==> src/rtl/mem_line_arbiter.sv <==
// Two-requester round-robin arbiter that serialises cache-line reads/writes
// into single-word accesses on a 1-cycle-latency word memory.
module mem_line_arbiter #(
   parameter int unsigned ADDR_LEN      = 11,
   parameter int unsigned LINE_ADDR_LEN = 3
) (
   input  logic                                  clk,
   input  logic                                  rst,
   input  logic                                  req0,
   input  logic                                  req1,
   input  logic                                  we0,
   input  logic                                  we1,
   input  logic [ADDR_LEN-LINE_ADDR_LEN-1:0]     line_addr0,
   input  logic [ADDR_LEN-LINE_ADDR_LEN-1:0]     line_addr1,
   input  logic [32*(1<<LINE_ADDR_LEN)-1:0]      wr_line0,
   input  logic [32*(1<<LINE_ADDR_LEN)-1:0]      wr_line1,
   output logic                                  done0,
   output logic                                  done1,
   output logic [32*(1<<LINE_ADDR_LEN)-1:0]      rd_line,
   output logic                                  busy,
   output logic [ADDR_LEN-1:0]                   mem_addr,
   output logic                                  mem_wr_req,
   output logic [31:0]                           mem_wr_data,
   input  logic [31:0]                           mem_rd_data
);

   localparam int unsigned LW = LINE_ADDR_LEN;
   localparam int unsigned LA = ADDR_LEN - LINE_ADDR_LEN;
   localparam int unsigned N  = 1 << LINE_ADDR_LEN;
   localparam int unsigned CW = LINE_ADDR_LEN + 1;

   typedef enum logic [1:0] {IDLE, READ, WRITE, DONE} state_t;

   state_t          state;
   logic [CW-1:0]   cnt;
   logic            last_grant;
   logic            gid;
   logic [LA-1:0]   line_q;
   logic [31:0]     wr_word [N];

   logic            gnt1;
   logic            sel_we;
   logic [LA-1:0]   sel_line;
   logic [32*N-1:0] sel_wr;
   logic [LW-1:0]   nxt;
   logic [LW-1:0]   cap;

   // Requester selection: on a tie the one not granted last time wins.
   always_comb begin
      gnt1     = req1 & (~req0 | ~last_grant);
      sel_we   = gnt1 ? we1 : we0;
      sel_line = gnt1 ? line_addr1 : line_addr0;
      sel_wr   = gnt1 ? wr_line1 : wr_line0;
      nxt      = cnt[LW-1:0] + LW'(1);
      cap      = cnt[LW-1:0] - LW'(1);
   end

   // Memory-side outputs are loaded one edge ahead so they line up with cnt.
   always_ff @(posedge clk or posedge rst) begin
      if (rst) begin
         state       <= IDLE;
         cnt         <= '0;
         last_grant  <= 1'b1;
         gid         <= 1'b0;
         line_q      <= '0;
         done0       <= 1'b0;
         done1       <= 1'b0;
         busy        <= 1'b0;
         mem_addr    <= '0;
         mem_wr_req  <= 1'b0;
         mem_wr_data <= '0;
         rd_line     <= '0;
         for (int k = 0; k < N; k++) wr_word[k] <= '0;
      end else begin
         case (state)
            IDLE: begin
               if (req0 || req1) begin
                  gid        <= gnt1;
                  last_grant <= gnt1;
                  line_q     <= sel_line;
                  cnt        <= '0;
                  busy       <= 1'b1;
                  mem_addr   <= {sel_line, {LW{1'b0}}};
                  for (int k = 0; k < N; k++) wr_word[k] <= sel_wr[32*k +: 32];
                  if (sel_we) begin
                     state       <= WRITE;
                     mem_wr_req  <= 1'b1;
                     mem_wr_data <= sel_wr[31:0];
                  end else begin
                     state <= READ;
                  end
               end
            end
            READ: begin
               if (cnt != '0) begin
                  for (int k = 0; k < N; k++)
                     if (cap == LW'(k)) rd_line[32*k +: 32] <= mem_rd_data;
               end
               if (cnt == CW'(N)) begin
                  state    <= DONE;
                  done0    <= ~gid;
                  done1    <= gid;
                  mem_addr <= '0;
               end else begin
                  cnt      <= cnt + CW'(1);
                  mem_addr <= (cnt == CW'(N - 1)) ? '0 : {line_q, nxt};
               end
            end
            WRITE: begin
               if (cnt == CW'(N - 1)) begin
                  state       <= DONE;
                  done0       <= ~gid;
                  done1       <= gid;
                  mem_wr_req  <= 1'b0;
                  mem_addr    <= '0;
                  mem_wr_data <= '0;
               end else begin
                  cnt         <= cnt + CW'(1);
                  mem_addr    <= {line_q, nxt};
                  mem_wr_data <= wr_word[nxt];
               end
            end
            DONE: begin
               state <= IDLE;
               done0 <= 1'b0;
               done1 <= 1'b0;
               busy  <= 1'b0;
            end
            default: state <= IDLE;
         endcase
      end
   end

endmodule

==> config.mk <==
export PLATFORM = sky130hd
export DESIGN_NAME = mem_line_arbiter
export DESIGN_NICKNAME = d
export VERILOG_FILES = /design/src/rtl/mem_line_arbiter.sv
export SDC_FILE = /design/constraint.sdc
export NUM_CORES = 1
export LEC_CHECK = 0
export CORE_AREA = 4 4 339 341
export DETAILED_ROUTE_END_ITERATION = 16
export DIE_AREA = 0 0 343 345
export GPL_ROUTABILITY_DRIVEN = 0
export PLACE_DENSITY_LB_ADDON = 0.3
export SYNTH_ARGS = -nofsm -noshare
export SYNTH_HDL_FRONTEND = slang
export SYNTH_SLANG_ARGS = --single-unit
==> constraint.sdc <==
create_clock -name clk -period 23.3 [get_ports clk]
set_input_delay 4.66 -clock clk [delete_from_list [all_inputs] [get_ports clk]]
set_output_delay 4.66 -clock clk [all_outputs]
set_load 0.005 [all_outputs]
Yosys cells after proc, flatten, opt, wreduce, memory -nomap -nowiden
Index checks and enable logic that the tools add are counted.
- flip-flop bits (word level): 575
- input bits: 566
- output and inout bits: 303
- word-level logic and storage cells: 114
- $add $sub $neg: 3
- order comparisons: 1
- eq/ne operators: 18
- multiplexer cells: 35
- bitwise gates (word level): 6
- reductions and logical operators: 24
- operators by type and width (operator ; count):
    256-bit two-way mux ; 1
    32-bit two-way mux ; 5
    32-bit binary-select mux with 3-bit select ; 1
    32-bit case mux with 2 select lines ; 1
    11-bit two-way mux ; 3
    11-bit case mux with 3 select lines ; 1
    3-bit AND reduction ; 11
    3-bit == test (second input constant) ; 4
    4-bit two-way mux ; 3
    2-bit inequality test (second input constant) ; 6
    4-bit case mux with 3 select lines ; 1
    1-bit two-way mux ; 9
    2-bit two-way mux ; 4
    8-bit two-way mux ; 1
    2-bit case mux with 4 select lines ; 1
    4-bit AND reduction ; 2
    3-bit by 2-bit == test with 1-bit output (second input constant) ; 2
    1-bit case mux with 3 select lines ; 2
    2-bit AND reduction ; 3
    3-bit nonzero test ; 2
    4-bit by 1-bit adder with 4-bit output (second input constant) ; 1
    2-bit == test (second input constant) ; 2
    4-bit by 3-bit == test with 1-bit output (second input constant) ; 1
    4-bit == test (second input constant) ; 1
    15 further kinds ; 19

Longest topological paths before layout
Gate-level depths: netlist of run 1.
- word-level depth: 7
- depth in mapped cells: 10
- depth with buffers taken out: 6

Worst setup path before layout of run 1
No wires, ideal clock.
- kind: in2reg
- start point: input req1
- end point: register mem_wr_data[10]
- library setup time: 0.139 ns
- arrival: 5.731 ns
- setup slack: 17.430 ns
- stages: 6
- path buffers: 2
- path through: a21boi_1 > buf_4 > a221oi_4 > nand3b_1 > buf_4 > o221ai_1
- longest elaborated chain between the ends: 5
- elaborated cells between the ends (all ways): 10
- those cells by class: 2 x eq/ne; 5 x mux; 1 x bitwise; 2 x reduce/logical
- RTL lines (what ; RTL line ; source):
    from (decl) ; 10 ; input logic req1,
    1-bit AND ; 50 ; gnt1 = req1 & (~req0 | ~last_grant);
    256-bit two-way mux ; 53 ; sel_wr = gnt1 ? wr_line1 : wr_line0;
    32-bit two-way mux ; 85 ; if (sel_we) begin
    32-bit two-way mux ; 77 ; if (req0 || req1) begin
    32-bit case mux with 2 select lines ; 75 ; case (state)
    to (signal assigned) ; 88 ; mem_wr_data <= sel_wr[31:0];
    to (signal assigned) ; 120 ; mem_wr_data <= wr_word[nxt];
    to (decl) ; 23 ; output logic [31:0] mem_wr_data,
Several ways; a longest one is shown, not always the timed one. The select of a mux whose other input is x is not followed.
A chain may end at the register's enable or synchronous reset.

==> flow_summary.ini, run 1 <==
[logic_synthesis]
synth_area_leader_cell = dfrtp_1
synth-main-ff-cell = dfrtp_1
synth.area.top_cells = dfrtp_1 55%, mux2i_1 12%, mux2_2 11%
ys_async_sr_fraction = 1.00
syn-instance-count = 2052
synth_common_cells = 574 x dfrtp_1, 311 x o21ai_0, 300 x mux2i_1, 277 x nand2_1, 259 x mux2_2
syn_area_mm2 = 0.0261
seq_area_frac_synth = 0.551
yosysTopAreaCellShare = 0.550
synth_edf_count = 0
synth-seq-cells = 575
syn_nets = 2630
syn_area_per_cell_um2 = 12.7
yosysUniqueCellTypes = 41
yosysMostFrequentCell = dfrtp_1
yosysWarnings = 0

[drt]
dr_wl_met3_um = 9210
route.met2.wl_um = 49800
firstDrtPassIters = 5
ant_nets = 0
wl_um = 101000
routed.top_layer = met5
drc = 0
routed-via-count = 19506
vias_per_cell = 4.40
wl_met1_um = 40100
drt_iter0_drc = 1103
wl_per_cell_um = 22.8

[timing]
drv_slew = 0
slew_headroom = 0.203
tightest_slew_ns = 1.19
period_minus_slack_ns = 7.91
rsz0062_at_grt = no
hold_viol = 0
fmax_mhz = 126
hold_ws_ns = 0.473
finClkSkew_ns = 0.0190
worst_slack_ns = 15.39
fin_tns_setup_ns = 0
timing.final.crit_share = 0.340
final-setup-viol-count = 0

[setup_path]
cp.arrival_ns = 8.51
crit_fanout = 126
cp.required_ns = 23.90
start_kind = input port
cp-end-kind = asynchronous set/reset pin
worstSetupPathType = in -> async

[pwr]
p_leak_uw = 0.0158
peakVddDrop_v = 0.0000571
p_per_area_mw_per_mm2 = 124

[finish]
finish.utilization = 0.345
syn_to_final_growth_pct = 47.7
final_area_mm2 = 0.0386
multi_input_area_mm2 = 0.0110
fillers = 11220
layout.nets = 3452
drive_gt1_frac = 0.163
final-seq-area_mm2 = 0.0144

[global_route]
grt_usage = 0.166
grt_pass1_vias = 20014
grt_pass1_wl_um = 144000
antenna_found_initial = 48
overflow = 0
grt_max_degree = 282

[clocking]
post_cts_buffers = 0
cts_sinks = 575
ctsHtreeMaxLevel = 3
cts_hold_buf = 0
clkLatencyLatePin_ns = 0.62
cts_tree = done
clockBufferDepth = 3
cts_inserted_buffers = 69
cts_root_buf = clkbuf_16
ctsResizeCount = 0
cts.clk_slew.worst_paths_ns = 0.06

[floorplanning]
rows = 123
fp.coreArea_mm2 = 0.112
die-area_mm2 = 0.118
start_util = 0.233
die_x_um = 343
io_pins = 869
dieHeight_um = 345

[placed_design]
dpl.hpwl_um = 75500
pre_cts_slack_ns = 14.52
portBuffers = 868
place_area_mm2 = 0.0362

[job]
maxCapViolations = 0

[run_status]
status = complete, no violations

[min_path]
hp-class = reg -> reg
-- worst max-delay path: stages --
cell,delay (ns)
clkdlybuf4s50_1,0.49
inv_8,0.62
buf_4,0.84
buf_4,0.83
buf_4,0.86
-- per-stage QoR --
step | total power [uW] | std cells
finish | 4790 | 4433
global route | 5120 | 4424
CTS | 4880 | 4424
detailed placement | 3730 | 4303
global placement | 3690 | 4303
floorplan | 2740 | 2052
-- state kept, by name, summed over array words and instances (netlist names) --
register     cells
wr_word        256
busy             1
mem_wr_data     32
gid              1
done0            1
mem_addr        11
cnt              4
done1            1
last_grant       1
state            2
line_q           8
rd_line        256
mem_wr_req       1
-- report_power, final --
part	internal, uW	total [uW]	switching, uW
Sequential	1460	1710	253
Clock	672	1110	441
Combinational	1070	1970	900
Total	3200	4790	1590
-- layout make-up --
type                       instances  share of cell area
antenna                            9            0.000584
inverter                           9             0.00107
multi-input combinational       1321               0.285
clock buffer                      97              0.0504
clock inverter                    24             0.00934
timing repair buffer             898               0.232
sequential                       575               0.373
tap                             1500              0.0487
-- placed cells by master, fill, tap and decap left out, types with 7 or more instances in the layout --
cell type        synthesis  routed
mux2_2                 259     259
diode_2                  0       9
clkbuf_16                0      70
ha_1                    12      11
nor3b_1                  9       9
o22a_1                   8       8
o21ai_0                311     311
buf_4                   28      27
bufinv_16                0       8
mux4_2                  64      64
clkdlybuf4s50_1          0     868
nand2_1                277     277
mux2i_1                300     300
dfrtp_1                574     573
o221ai_1                32      32
clkinv_2                 0       7
clkbuf_8                 0       9
inv_1                    9       8
clkbuf_1                56      18
nor2_4                   0       9
-- layer usage --
metal  up-vias  GRT usage
li1       9053          -
met1      9546      0.197
met2       710      0.289
met3       171     0.0578
met4        26     0.0340
met5         -          0
-- kinds of logic after synthesis --
group                      share of synthesized area
muxes                                          0.282
DFF                                            0.551
AOI/OAI and AO/OA                             0.0787
and+or+nand+nor                               0.0486
buffers and inverters                         0.0328
adders and majority gates                    0.00575
xor gates and xnor gates                    0.000959
-- final timing paths --
check / start / to / slack [ns] / cells after the start
worst max-delay path: rst / wr_word[51]$_DFFE_PP0P_ / 15.39 / 5
worst min-delay path: wr_word[131]$_DFFE_PP0P_ / wr_word[131]$_DFFE_PP0P_ / 0.47 / 2
worst max register to register: cnt[0]$_DFFE_PP0P_ / mem_wr_data[7]$_DFFE_PP0P_ / 19.86 / 6
worst min register to register: wr_word[131]$_DFFE_PP0P_ / wr_word[131]$_DFFE_PP0P_ / 0.47 / 2
max in group clk: req1 / mem_wr_data[7]$_DFFE_PP0P_ / 15.98 / 7
min in group asynchronous: rst / rd_line[229]$_DFFE_PP0P_ / 4.63 / 2
No activity file was read; power rests on OpenSTA's default activity.
==> inputs of run 2 (changes only) <==
==> constraint.sdc (replaced) <==
create_clock -name clk -period 6.4 [get_ports clk]
set_input_delay 1.28 -clock clk [delete_from_list [all_inputs] [get_ports clk]]
set_output_delay 1.28 -clock clk [all_outputs]
set_load 0.005 [all_outputs]
==> flow_summary.ini, run 2 (same netlist as run 1, synthesis figures left out) <==
[timing]
fmax_mhz = 269
final-setup-viol-count = 0
hold_ws_ns = 0.472
timing.final.crit_share = 0.581
finClkSkew_ns = 0.0225
drv_slew = 0
rsz0062_at_grt = no
tightest_slew_ns = 1.09
period_minus_slack_ns = 3.72
hold_viol = 0
slew_headroom = 0.274

[setup_path]
r2r_cells = 6
cp.arrival_ns = 4.20
critPathMaxStageDelay_ns = 0.65
cp.required_ns = 6.88
r2r-end = mem_wr_data[5]$_DFFE_PP0P_
cp_num_buf_inv = 3
cp_top_family = buffers and inverters
path_cells = clkdlybuf4s50_1 > a21boi_4 > buf_4 > buf_12 > mux2i_1 > o221ai_1
crit_fanout = 107
cp-end-kind = register
slowest_stage = buf_12
r2r_start = cnt[0]$_DFFE_PP0P_
start_kind = input port
worstSetupPathType = in -> reg
ff2ff_setup_slack_ns = 3.06

[clocking]
cts_root_buf = clkbuf_16
cts.clk_slew.worst_paths_ns = 0.06
cts_tree = done
ctsResizeCount = 0
clockBufferDepth = 3
cts_inserted_buffers = 70
post_cts_buffers = 0
ctsHtreeMaxLevel = 3
cts_hold_buf = 0
cts_sinks = 575
clkLatencyLatePin_ns = 0.61

[drt]
wl_per_cell_um = 23.3
routed-via-count = 19592
wl_um = 104000
route.met2.wl_um = 50900
routed.top_layer = met5
vias_per_cell = 4.39
drt_iter0_drc = 987
dr_wl_met3_um = 9570
drc = 0
ant_nets = 0
wl_met1_um = 41100
firstDrtPassIters = 5

[global_route]
grt_max_degree = 170
grt_pass1_vias = 20336
antenna_found_initial = 54
grt_pass1_wl_um = 147000
grt_usage = 0.170
overflow = 0

[pwr]
peakVddDrop_v = 0.000241
p_leak_uw = 0.0159
p_per_area_mw_per_mm2 = 456

[floorplanning]
die-area_mm2 = 0.118
start_util = 0.233
io_pins = 869
die_x_um = 343
dieHeight_um = 345
rows = 123
fp.coreArea_mm2 = 0.112

[finish]
mostFrequentLayoutCells = 868 x clkdlybuf4s50_1, 573 x dfrtp_1, 311 x o21ai_0
final_area_mm2 = 0.0389
final_common_cell = clkdlybuf4s50_1
drive_gt1_frac = 0.168
reg_top3 = rd_line x256, wr_word x256, mem_wr_data x32
fillers = 11257
syn_to_final_growth_pct = 48.9
layout.nets = 3458

[min_path]
min_to = wr_word[17]$_DFFE_PP0P_
min_path_cells = 2
hp-class = reg -> reg
hold_start = wr_word[17]$_DFFE_PP0P_

[run_status]
status = complete, no violations

[job]
maxCapViolations = 0

[placed_design]
place_area_mm2 = 0.0364
portBuffers = 868
dpl.hpwl_um = 78100
run 2: how the worst max path moves through the flow:
| stage | from | to | slack (ns) | cells after the start |
|---|---|---|---|---|
| floorplan | rst | busy$_DFFE_PP0P_ | -2.71 | 1 |
| global placement | req1 | mem_wr_data[7]$_DFFE_PP0P_ | 2.15 | 6 |
| detailed placement | req1 | mem_wr_data[9]$_DFFE_PP0P_ | 2.07 | 6 |
| CTS | req1 | mem_wr_data[9]$_DFFE_PP0P_ | 2.77 | 6 |
| global route | req1 | mem_wr_data[5]$_DFFE_PP0P_ | 2.58 | 6 |
| finish | req1 | mem_wr_data[10]$_DFFE_PP0P_ | 2.68 | 6 |
run 2: where the power goes:
part / leakage, uW / internal (uW) / switching (uW) / total [uW]
Combinational: 0.00774 / 3900 / 3330 / 7230
Sequential: 0.00694 / 5320 / 955 / 6270
Clock: 0.00121 / 2620 / 1620 / 4240
run 2: tightest hold or removal path, cell delays in order, from the launching register on:
cell	delay (ns)
dfrtp_1	0.34
nand2_1	0.04
o21ai_0	0.06
run 2: cell type report:
type | instances | area [um^2] | area share
clock buffers | 98 | 2030 | 0.0522
well taps | 1500 | 1880 | 0.0483
repair buffers | 903 | 9080 | 0.233
diodes | 27 | 67.6 | 0.00174
clock inverters | 28 | 415 | 0.0107
inverters | 9 | 37.5 | 0.000966
multi-input cells | 1321 | 11000 | 0.282
flip-flops and latches | 575 | 14400 | 0.370
run 2: per-stage QoR:
stage	utilization	power [uW]	instances	setup slack [ns]	TNS [ns]
floorplan	-	9960	2052	-2.71	-1557.61
global placement	0.325	13600	4308	2.15	0
detailed placement	0.325	13700	4308	2.07	0
CTS	0.347	18000	4434	2.77	0
global route	0.347	18900	4452	2.58	0
finish	0.347	17700	4461	2.68	0
run 2: routing by layer:
layer,vias up,track usage
li1,9084,-
met1,9656,0.198
met2,690,0.284
met4,22,0.0620
met5,-,0
met3,140,0.0623
==> inputs of run 3 (changes only) <==
==> constraint.sdc (replaced) <==
create_clock -name clk -period 3.7 [get_ports clk]
set_input_delay 0.74 -clock clk [delete_from_list [all_inputs] [get_ports clk]]
set_output_delay 0.74 -clock clk [all_outputs]
set_load 0.005 [all_outputs]
==> flow_summary.ini, run 3 (same netlist as run 1, synthesis figures left out) <==
[run_status]
status = complete, no violations

[timing]
drv_slew = 0
rsz0062_at_grt = no
finClkSkew_ns = 0.0172
hold_viol = 0
slew_headroom = 0.244
final-setup-viol-count = 0
tightest_slew_ns = 1.13
hold_ws_ns = 0.471
worst_slack_ns = 0.964
fmax_mhz = 365
timing.final.crit_share = 0.740
period_minus_slack_ns = 2.74

[pwr]
p_leak_uw = 0.0159
peakVddDrop_v = 0.000372
p_per_area_mw_per_mm2 = 776
power_uw = 30100

[setup_path]
r2r_start = cnt[0]$_DFFE_PP0P_
crit_path_start = cnt[0]$_DFFE_PP0P_
worstSetupPathType = reg -> reg
crit_fanout = 30
cp-end-kind = register
start_kind = register
cp.required_ns = 4.17
cp.arrival_ns = 3.21

[clocking]
cts_sinks = 575
ctsResizeCount = 0
post_cts_buffers = 0
cts_hold_buf = 0
ctsHtreeMaxLevel = 3
cts.clk_slew.worst_paths_ns = 0.06
cts_tree = done
cts_inserted_buffers = 69
cts_root_buf = clkbuf_16
clkLatencyLatePin_ns = 0.61
clockBufferDepth = 3

[floorplanning]
io_pins = 869
rows = 123
start_util = 0.233
fp.coreArea_mm2 = 0.112
die_x_um = 343
dieHeight_um = 345
die-area_mm2 = 0.118

[finish]
drive_gt1_frac = 0.169
mostFrequentLayoutCells = 868 x clkdlybuf4s50_1, 573 x dfrtp_1, 311 x o21ai_0
reg_top3 = rd_line x256, wr_word x256, mem_wr_data x32
layout.nets = 3477
final_common_cell = clkdlybuf4s50_1
syn_to_final_growth_pct = 48.7
final_area_mm2 = 0.0388
finish.utilization = 0.347

[global_route]
grt_pass1_wl_um = 147000
grt_usage = 0.170
antenna_found_initial = 55
overflow = 0
grt_pass1_vias = 20407
grt_max_degree = 174

[drt]
firstDrtPassIters = 7
drc = 0
drt_iter0_drc = 1009
wl_per_cell_um = 23.4
ant_nets = 0
routed-via-count = 19772
vias_per_cell = 4.43
wl_um = 104000

[placed_design]
pre_cts_slack_ns = 0.595
portBuffers = 868
place_area_mm2 = 0.0366
dpl.hpwl_um = 79200

[job]
maxCapViolations = 0

[min_path]
hp-class = reg -> reg
hold_start = wr_word[21]$_DFFE_PP0P_
[run 3: stage by stage]
stage,cells,TNS [ns]
after detailed placement,4328,0
after floorplan,2052,-2799.61
after global placement,4328,0
after global routing,4457,0
after CTS,4438,0
final,4463,0
[run 3: worst paths after layout]
path / to / slack, ns / cells past startpoint
min: wr_word[21]$_DFFE_PP0P_ / 0.47 / 2
min in group asynchronous: wr_word[163]$_DFFE_PP0P_ / 0.61 / 3
max: mem_wr_data[8]$_DFFE_PP0P_ / 0.96 / 6
max reg2reg: mem_wr_data[8]$_DFFE_PP0P_ / 0.96 / 6
max in group asynchronous: wr_word[107]$_DFFE_PP0P_ / 2.12 / 4
min reg2reg: wr_word[21]$_DFFE_PP0P_ / 0.47 / 2
[run 3: critical path: stages (launching register included)]
cell and delay, ns:
dfrtp_4 0.58, inv_1 0.19, ha_4 0.71, buf_4 0.34
mux4_2 0.40, mux2i_1 0.18, o221ai_1 0.13
[run 3: layout make-up]
type / count / area [um^2]
inverter: 9 / 37.5
clock inverter: 21 / 245
clock buffer: 89 / 1890
timing repair buffer: 923 / 9330
antenna: 25 / 62.6
tap: 1500 / 1880
fill: 11178 / 73100
sequential: 575 / 14400
multi-input combinational: 1321 / 11000
[run 3: metal layers]
metal | GRT usage | part of all wire | vias up
met5 | 0 | 0.0017 | -
met4 | 0.0609 | 0.025 | 24
met3 | 0.0594 | 0.090 | 156
met2 | 0.288 | 0.49 | 761
met1 | 0.200 | 0.39 | 9721
li1 | - | - | 9110
[run 3: report_power, final]
part	switching [uW]	leakage (uW)	internal [uW]	total, uW
Clock	2750	0.00104	3880	6620
Sequential	1630	0.00694	9200	10800
Combinational	5780	0.00787	6870	12700
==> RTL edit (config.mk and constraints of run 1) <==
Change the parameter `ADDR_LEN` from 11 to 22.
--- a/src/rtl/mem_line_arbiter.sv
+++ b/src/rtl/mem_line_arbiter.sv
@@ -1,7 +1,7 @@
 // Two-requester round-robin arbiter that serialises cache-line reads/writes
 // into single-word accesses on a 1-cycle-latency word memory.
 module mem_line_arbiter #(
-   parameter int unsigned ADDR_LEN      = 11,
+   parameter int unsigned ADDR_LEN      = 22,
    parameter int unsigned LINE_ADDR_LEN = 3
 ) (
    input  logic                                  clk,
Interface: changed (resized line_addr0, line_addr1 and mem_addr); port bits go from 869 to 902. No check against the original RTL was run, so the function may have changed too.
==> RTL edit against run 1 <==
Sequential cell count up 22; sequential share of layout area about the same; total power rose by 6.7%; design area increased by 3.9%; final cell count increased by 3.0%; combinational power up 12%; global-route usage rose by 1.0 points; routed wire length grew 6.4%; sequential power rose by 5%; setup slack better by 0.094 ns; area after synthesis rose by 4.0%; largest cell class unchanged; largest power group unchanged; highest routed layer unchanged.
==> RTL edit: results (changes against run 1) <==
Global routing
  • Total GRT Usage: 0.1762 (+0.01038)
  • Global-route wire length before repair: 153000 microns (+6.1%)
  • Met1 global-route usage: 0.1927 (-0.004785)
  • Met3 usage in global routing: 0.06063 (+0.002803)
  • Largest net degree at the start of global routing: 236 (-16%)
  • Met2 usage: 0.3205 (+0.03191)
  • Number of global-route vias before repair: 21210 (+6.0%)
  • Initial antenna violation count: 42 (-13%)

STA
  • Slew @ Worst Pin: 1.061 ns (-0.1343 ns)
  • Post-layout min period: 7.818 ns (-0.09420 ns)
  • Worst clock skew: 0.02397 ns (+0.004962 ns)
  • Fin Hold WS: 0.4737 ns (+0.001075 ns)

Power
  • Peak supply drop: 0.00008175 V (+43%)
  • Total power: 0.005114 W (+6.7%)
  • Clk. pwr: 0.00113 W
  • Sequential fraction of design power: 0.349 (-0.009)
  • Switching Share: 0.3435 (+0.01092)
  • Leak Pwr: 17.13 nW (+8.7%)

Place
  • HPWL Detailed: 81660 microns (+8.2%)
  • Placed Cells incl. Taps: 4427 (+2.9%)
  • I/O Buffers: 901 (+3.8%)
  • Pre-CTS WS: 14.81 ns (+0.2843 ns)
  • Placed Area: 0.03767 sq mm (+3.9%)

Logic synthesis
  • Synth Area in XOR/XNOR: 0.0009220 (-0.00003646)
  • Netlist cell types: 47 (+15%)
  • Synth area leaders: dfrtp_1 55%, mux2_2 12%, mux2i_1 10%
  • Syn Nets: 2755 (+4.8%)
  • Post-synthesis compound-gate area fraction: 0.07980 (+0.001062)
  • Top cells by instance count after synthesis: 596 x dfrtp_1, 291 x mux2_2, 286 x nand2_1, 280 x mux2i_1, 240 x o21ai_1
  • Post-synthesis sequential area ratio: 0.5505 (-0.0006789)
  • Avg Cell Area, Syn: 12.59 sq um (-1.0%)
  • Post-synthesis mux area share: 0.2773 (-0.004684)
  • Adder-cell share of the synthesized area: 0.005532 (-0.0002187)

Setup path
  • CP peak stage delay: 0.91 ns (+0.05 ns)
  • Worst-path fanout max: 235 (+87%)
  • CP max stage cell: buf_4
  • CP Capture Point: wr_word[49]
  • Reg2Reg Capture Point: mem_wr_data[0]
  • Reg2reg path depth: 7 (+1)
  • R2r setup slk: 19.15 ns (-0.71 ns)
  • R2R Path Start: cnt[0]
  • Setup crit start: req0
  • Worst EP arrival: 8.27 ns (-0.24 ns)

Hold path
  • Min-Delay Endpoint: line_q[6]
  • Hold path startpoint: line_q[6]

Route
  • Met2 WL: 55580 microns (+12%)
  • 1st-iter DRT viols: 1052 (-4.6%)
  • Via density: 4.457 (+1.3%)
  • Met3 routed WL: 9895 microns (+7.4%)
  • Final wirelength: 107700 microns (+6.4%)
  • Avg WL per Cell: 23.57 microns (+3.3%)
  • DRT met1 WL: 39120 microns (-2.5%)

Layout
  • Share of cells above drive strength 1: 0.1694 (+0.006264)
  • Fin nets: 3599 (+4.3%)
  • Layout filler cell count: 11150 (-0.65%)

Status
  • Status: complete, no violations

CTS
  • Htree depth: 3 (unchanged)
  • Root buffer cell: clkbuf_16
  • CTS buffer count: 70 (+1.4%)
-- RTL edit: changes by cell type in the layout (fill, tap and decap cells not counted), moves of 9 or more --
cell | run 1 | this run
nand2_1 | 277 | 286
clkdlybuf4s50_1 | 868 | 901
o21ai_0 | 311 | 64
nor3_1 | 0 | 32
a221o_1 | 0 | 33
o221ai_1 | 32 | 0
o21ai_1 | 0 | 239
o22a_1 | 8 | 19
nor3b_1 | 9 | 19
dfrtp_1 | 573 | 595
mux2i_1 | 300 | 280
mux2_2 | 259 | 291
-- RTL edit: final cells by class --
class	instances	area, sq um	share of cell area
sequential	597	14940	0.3731
multi-input combinational	1389	11520	0.2876
timing repair buffer	931	9281	0.2317
clock buffer	94	1964	0.04904
tap	1500	1877	0.04685
clock inverter	31	386.6	0.009651
inverter	10	45.04	0.001124
antenna	16	40.04	0.0009995
